File: config.mk
export PLATFORM = sky130hd
export DESIGN_NAME = song_selector
export DESIGN_NICKNAME = d
export VERILOG_FILES = /design/src/rtl/song_selector_pkg.sv /design/src/rtl/song_selector_key.sv /design/src/rtl/song_selector.sv
export SDC_FILE = /design/constraint.sdc
export NUM_CORES = 1
export LEC_CHECK = 0
export ABC_AREA = 1
export CAP_MARGIN = 20
export CELL_PAD_IN_SITES_DETAIL_PLACEMENT = 2
export CELL_PAD_IN_SITES_GLOBAL_PLACEMENT = 2
export CORE_AREA = 4 4 144 146
export CTS_BUF_LIST = sky130_fd_sc_hd__clkbuf_16
export DETAILED_ROUTE_END_ITERATION = 10
export DIE_AREA = 0 0 148 150
export GPL_TIMING_DRIVEN = 0
export HOLD_SLACK_MARGIN = 0.15
export MAX_ROUTING_LAYER = met4
export PLACE_DENSITY_LB_ADDON = 0.1
export SYNTH_ARGS = -nofsm -noshare
export SYNTH_HDL_FRONTEND = slang
export SYNTH_SLANG_ARGS = --single-unit
File: constraint.sdc
create_clock -name clk -period 3.4 [get_ports clk]
set_input_delay 0.51 -clock clk [delete_from_list [all_inputs] [get_ports clk]]
set_output_delay 0.51 -clock clk [all_outputs]
set_load 0.02 [all_outputs]
File: src/rtl/song_selector_pkg.sv
// -----------------------------------------------------------------------------
// song_selector_pkg
// Shared definitions for the song selector and the display decoder:
//   - song selection codes (bit 4 = selection valid, bits 3:0 = one-hot index)
//   - browse/play state encoding
//   - default debounce length (20 ms at 100 MHz)
//   - helper that converts a 2-bit song index into its selection code
// -----------------------------------------------------------------------------
package song_selector_pkg;

    localparam logic [4:0] SONG_NONE = 5'b00000;
    localparam logic [4:0] SONG1     = 5'b10001;
    localparam logic [4:0] SONG2     = 5'b10010;
    localparam logic [4:0] SONG3     = 5'b10100;
    localparam logic [4:0] SONG4     = 5'b11000;

    localparam int DB_CYCLES_DEFAULT = 2_000_000;

    typedef enum logic [1:0] {
        ST_IDLE   = 2'd0,
        ST_BROWSE = 2'd1,
        ST_PLAY   = 2'd2
    } state_t;

    function automatic logic [4:0] song_code(input logic [1:0] idx);
        return {1'b1, 4'b0001 << idx};
    endfunction

endpackage

File: src/rtl/song_selector_key.sv
// -----------------------------------------------------------------------------
// key_debounce
// Cleans up one raw asynchronous push-button.
//   clk       : system clock
//   rst       : asynchronous active-high reset
//   key_in    : raw button level (asynchronous, active-high)
//   key_level : debounced level
//   key_press : one-cycle pulse on each rising edge of key_level
// A level change is accepted only after the synchronised input has differed
// from the debounced level for DB_CYCLES consecutive cycles. The press pulse
// is registered, so it appears one cycle after key_level rises.
// -----------------------------------------------------------------------------
module key_debounce
    import song_selector_pkg::*;
#(
    parameter int DB_CYCLES = DB_CYCLES_DEFAULT
) (
    input  logic clk,
    input  logic rst,
    input  logic key_in,
    output logic key_level,
    output logic key_press
);

    localparam int              CW      = (DB_CYCLES > 1) ? $clog2(DB_CYCLES) : 1;
    localparam logic [CW-1:0]   CNT_MAX = CW'(DB_CYCLES - 1);

    logic          sync1;
    logic          sync2;
    logic          level_prev;
    logic [CW-1:0] cnt;

    always_ff @(posedge clk or posedge rst) begin
        if (rst) begin
            sync1      <= 1'b0;
            sync2      <= 1'b0;
            level_prev <= 1'b0;
            key_level  <= 1'b0;
            key_press  <= 1'b0;
            cnt        <= '0;
        end else begin
            sync1      <= key_in;
            sync2      <= sync1;
            level_prev <= key_level;
            key_press  <= key_level & ~level_prev;

            // Any cycle that agrees with the current level restarts the count,
            // so only an unbroken run of DB_CYCLES differing samples flips it.
            if (sync2 == key_level) begin
                cnt <= '0;
            end else if (cnt == CNT_MAX) begin
                key_level <= sync2;
                cnt       <= '0;
            end else begin
                cnt <= cnt + 1'b1;
            end
        end
    end

endmodule

File: src/rtl/song_selector.sv
// -----------------------------------------------------------------------------
// song_selector
// Turns four raw push-buttons into a registered song selection for the
// display decoder and the melody player.
//   clk, rst     : system clock, asynchronous active-high reset
//   en           : song-mode enable (synchronous level); low forces IDLE
//   btn_next     : raw button, select next song (wraps 4 -> 1)
//   btn_prev     : raw button, select previous song (wraps 1 -> 4)
//   btn_confirm  : raw button, start playing the shown song
//   btn_back     : raw button, stop playing and return to browsing
//   song_done    : one-cycle pulse from the player at end of melody
//   song         : 5-bit selection code, 00000 when nothing is selected
//   play_start   : one-cycle pulse on entry to PLAY
//   playing      : high while in PLAY
// All outputs are registered and reflect the state entered on the same edge.
// -----------------------------------------------------------------------------
module song_selector
    import song_selector_pkg::*;
#(
    parameter int DB_CYCLES = DB_CYCLES_DEFAULT,
    parameter int NUM_SONGS = 4
) (
    input  logic       clk,
    input  logic       rst,
    input  logic       en,
    input  logic       btn_next,
    input  logic       btn_prev,
    input  logic       btn_confirm,
    input  logic       btn_back,
    input  logic       song_done,
    output logic [4:0] song,
    output logic       play_start,
    output logic       playing
);

    localparam logic [1:0] LAST_IDX = 2'(NUM_SONGS - 1);

    logic press_next;
    logic press_prev;
    logic press_confirm;
    logic press_back;

    state_t     state;
    state_t     state_nx;
    logic [1:0] index;
    logic [1:0] index_nx;
    logic [4:0] song_nx;
    logic       play_start_nx;
    logic       playing_nx;

    key_debounce #(.DB_CYCLES(DB_CYCLES)) u_db_next (
        .clk      (clk),
        .rst      (rst),
        .key_in   (btn_next),
        .key_level(),
        .key_press(press_next)
    );

    key_debounce #(.DB_CYCLES(DB_CYCLES)) u_db_prev (
        .clk      (clk),
        .rst      (rst),
        .key_in   (btn_prev),
        .key_level(),
        .key_press(press_prev)
    );

    key_debounce #(.DB_CYCLES(DB_CYCLES)) u_db_confirm (
        .clk      (clk),
        .rst      (rst),
        .key_in   (btn_confirm),
        .key_level(),
        .key_press(press_confirm)
    );

    key_debounce #(.DB_CYCLES(DB_CYCLES)) u_db_back (
        .clk      (clk),
        .rst      (rst),
        .key_in   (btn_back),
        .key_level(),
        .key_press(press_back)
    );

    // State register; outputs are registered alongside the state so they
    // change on the same edge as the state they describe.
    always_ff @(posedge clk or posedge rst) begin
        if (rst) begin
            state      <= ST_IDLE;
            index      <= 2'd0;
            song       <= SONG_NONE;
            play_start <= 1'b0;
            playing    <= 1'b0;
        end else begin
            state      <= state_nx;
            index      <= index_nx;
            song       <= song_nx;
            play_start <= play_start_nx;
            playing    <= playing_nx;
        end
    end

    // Next-state logic; en low overrides every button and song_done.
    always_comb begin
        state_nx = state;
        index_nx = index;
        if (!en) begin
            state_nx = ST_IDLE;
            index_nx = 2'd0;
        end else begin
            case (state)
                ST_IDLE: begin
                    state_nx = ST_BROWSE;
                    index_nx = 2'd0;
                end
                ST_BROWSE: begin
                    if (press_confirm) begin
                        state_nx = ST_PLAY;
                    end else if (press_next && !press_prev) begin
                        index_nx = (index == LAST_IDX) ? 2'd0 : index + 2'd1;
                    end else if (press_prev && !press_next) begin
                        index_nx = (index == 2'd0) ? LAST_IDX : index - 2'd1;
                    end
                end
                ST_PLAY: begin
                    if (song_done || press_back) begin
                        state_nx = ST_BROWSE;
                    end
                end
                default: begin
                    state_nx = ST_IDLE;
                    index_nx = 2'd0;
                end
            endcase
        end
    end

    // Output logic: values the outputs take on the coming edge.
    always_comb begin
        song_nx       = (state_nx == ST_IDLE) ? SONG_NONE : song_code(index_nx);
        playing_nx    = (state_nx == ST_PLAY);
        play_start_nx = (state == ST_BROWSE) && (state_nx == ST_PLAY);
    end

endmodule
==> Flow_metrics.wiki <==
{| class="wikitable"
! Metric !! Value
|-
| Worst min path class || reg2reg
|-
| Highest ir drop seen on vdd || 324 uV
|-
| Initial antenna violation count || 0
|-
| Fraction of the cycle the final worst path needs || 55.1%
|-
| Worst Setup End Kind || output port
|-
| Starting DRT DRC Count || 171
|-
| Leakage power figure || 0.00312 uW
|-
| Maximum Capacitance Violations || 0
|-
| Vias || 5445
|-
| Topmost layer with routed signal wires || met4
|-
| Clock power share || 52.8%
|-
| Post-synthesis average cell area || 7.55 sq um
|-
| Insertion delay to the later sink of the worst-skew pair || 420 ps
|-
| Antenna viol nets, final || 0
|-
| Outcome || finished clean
|-
| Wire length reported by the detailed router || 18100 um
|-
| CTS Hold Buffers Added || 0
|-
| # DRC || 0
|-
| Global placement routability congestion || 0.811
|-
| Number of global-route vias before repair || 6274
|-
| Detailed placement HPWL || 13700 um
|-
| Area growth, synth to finish || 17.2%
|-
| Via density per instance || 4.74
|-
| Category of the critical setup timing path || reg2out
|-
| Pwr per Cell Area || 439 mW/mm^2
|-
| Global router's overall resource usage || 18.1%
|-
| Sequential cell fraction of total power || 43.3%
|-
| Layout cell share with drive strength beyond 1 || 10.6%
|-
| Std cell rows || 51
|-
| Max-slew violation count || 0
|-
| Ant diodes || 0
|-
| Setup Skew || 11.3 ps
|-
| Starting density of the core || 32.5%
|-
| Cell type of the slowest stage on the worst timing path || sky130_fd_sc_hd__clkdlybuf4s50_1
|-
| Data required time of the worst path || 2890 ps
|-
| Post-CTS Repair Setup Buffers || 0
|-
| Share of the synthesized area in the top cell type || 45.6%
|-
| Routed wirelength normalized by instance count || 15.7 um
|-
| Grt total ovfl || 0
|-
| Max frequency || 534 MHz
|-
| Number of standard cells after synthesis || 836
|-
| Headroom to the max-slew limit || 57.1%
|-
| CTS tree || built
|-
| Post-synthesis instance area || 0.00631 sq mm
|-
| Die area || 0.0222 sq mm
|-
| X dimension of the die || 148 um
|-
| Type of origin of the critical path || register
|-
| Placed cell count || 1118
|-
| Total core area || 0.0194 sq mm
|-
| Portion of the post-synthesis area used by sequential elements || 45.6%
|-
| Sw Share || 23.5%
|-
| Final critical delay including setup and external delays || 1870 ps
|-
| Met3 wirelength from detailed routing || 296 um
|-
| Critical Path AT || 1360 ps
|-
| Number of standard cells in the layout, taps in and fillers out || 1149
|-
| Count of input and output buffers || 14
|-
| Finish-stage setup viols || 0
|-
| Leading area contributor after synthesis || sky130_fd_sc_hd__dfrtp_1
|-
| Number of clock sinks || 115
|-
| Maximum level of the CTS H-tree || 4
|-
| Filler cells || 2315
|-
| Final-report hold violation count || 0
|-
| Most frequent standard cell in the layout excluding fill and tap cells || sky130_fd_sc_hd__nand2_1
|-
| Total clock buffers created by CTS || 17
|-
| Final sum of negative setup slack || 0 ps
|-
| Internal power contribution || 2480 uW
|-
| Yosys warns || 0
|-
| Cts repair resizes || 0
|-
| CP Cell Sequence || clkdlybuf4s50_1
|-
| Setup repair after global routing missed its margin || no
|-
| Maximum number of pins on one net before global-route repair || 39
|-
| P_sw || 762 uW
|-
| Met2 wire length || 9800 um
|-
| Met1 WL || 7790 um
|-
| Library cell used as clock root buffer || sky130_fd_sc_hd__clkbuf_16
|-
| Global-route wire length before repair || 31200 um
|-
| Highest net fanout along the worst path || 1
|-
| Buffer depth of the longest clock path || 2
|-
| Nets in the synthesized netlist || 854
|-
| Cell variety after synth || 31
|-
| Worst path max stage delay || 620 ps
|-
| Portion of total power attributed to combinational logic || 3.8%
|-
| Flip-flop and latch count after synthesis || 115
|-
| Worst path buffer plus inverter count || 1
|-
| Cell types occupying the most area after synthesis || sky130_fd_sc_hd__dfrtp_1 (46%), sky130_fd_sc_hd__nand2_1 (13%), sky130_fd_sc_hd__nor2_1 (11%)
|-
| Largest delay share family, worst path || buffers and inverters
|-
| Worst Max-Slew Pin Slew || 640 ps
|-
| Clock slew seen by the registers of the worst setup and hold paths || 50 ps
|-
| Net count reported at finish || 890
|-
| Total I/O pin count || 15
|-
| Detailed-routing iteration count for the pre-antenna-repair pass || 5
|-
| Die outline height || 150 um
|-
| Leading cell types in the layout, fill and taps excluded || sky130_fd_sc_hd__nand2_1 (211), sky130_fd_sc_hd__nor2_1 (192), sky130_fd_sc_hd__dfrtp_1 (115)
|}
[cell usage after synthesis, drive strengths merged]
master	count
and2	3
xnor2	10
a21oi	14
xor2	28
nand3b	3
nand2	232
nor2	215
nand3	41
o21bai	1
nor3b	4
o21ai	13
o211ai	1
o21a	1
buf	1
inv	99
and3	1
nand4	18
dfrtp	115
ha	10
nor3	22
a31oi	4
[area by class of cell]
cell class | instances | area, sq um | area share, %
Buffer | 1 | 5.00 | 0.0677
Timing Repair Buffer | 17 | 200 | 2.71
Tap cell | 265 | 332 | 4.48
Inverter | 99 | 375 | 5.08
Multi-Input combinational cell | 621 | 3060 | 41.3
Clock buffer | 17 | 425 | 5.75
Sequential cell | 115 | 2880 | 38.9
Clock inverter | 14 | 124 | 1.67
[metal layers]
layer / global-route usage (%) / up-vias
met4: 4.71 / 0
li1: - / 2662
met2: 33.2 / 32
met5: - / -
met3: 3.30 / 15
met1: 20.2 / 2736
[state kept, by name (all words and copies together) (netlist names), 2 cells and up]
| name | cells |
|---|---|
| u_db_next.cnt | 21 |
| song | 5 |
| state | 2 |
| u_db_prev.cnt | 21 |
| index | 2 |
| u_db_back.cnt | 21 |
| u_db_confirm.cnt | 21 |
[worst paths after layout]
kind	end	slack, ps	cells after the start	startpoint
max reg2reg	u_db_back.cnt[13]	1600	8	u_db_back.cnt[0]
min	u_db_back.sync2	350	0	u_db_back.sync1
min reg2reg	u_db_back.sync2	350	0	u_db_back.sync1
max	song[3]	1530	1	song[3]
max in group asynchronous	u_db_confirm.cnt[11]	2150	4	rst
min in group asynchronous	u_db_back.cnt[15]	470	2	rst
[through the flow]
step / hold slack (ps) / setup WS, ps / util [%] / total power, uW / instance area (sq um)
floorplan: 331 / 1490 / - / 1500 / 6310
global placement: 339 / 191 / 35.0 / 1540 / 6790
detailed placement: 336 / 1520 / 35.3 / 1560 / 6850
CTS: 349 / 1500 / 38.1 / 3300 / 7400
global route: 364 / 1430 / 38.1 / 3400 / 7400
finish: 346 / 1530 / 38.1 / 3250 / 7400
[cells by family (layout without fill, tap and decap cells)]
group,Yosys count,count (layout),synth area share (%)
buffers and inverters,100,148,5.97
xor gates and xnor gates,38,38,5.63
and+or+nand+nor,539,539,37.9
adders and majority gates,10,10,1.98
AOI/OAI and AO/OA,34,34,2.89
DFF,115,115,45.6
[power groups by stage]
| stage | logic [uW] | registers, uW | clock network, uW |
|---|---|---|---|
| global placement | 114 | 1430 | 0 |
| floorplan | 72.9 | 1430 | 0 |
| detailed placement | 131 | 1430 | 0 |
| finish | 124 | 1410 | 1720 |
| CTS | 131 | 1410 | 1760 |
| global route | 144 | 1410 | 1840 |
Note: power is estimated with default switching activity, not from simulation.
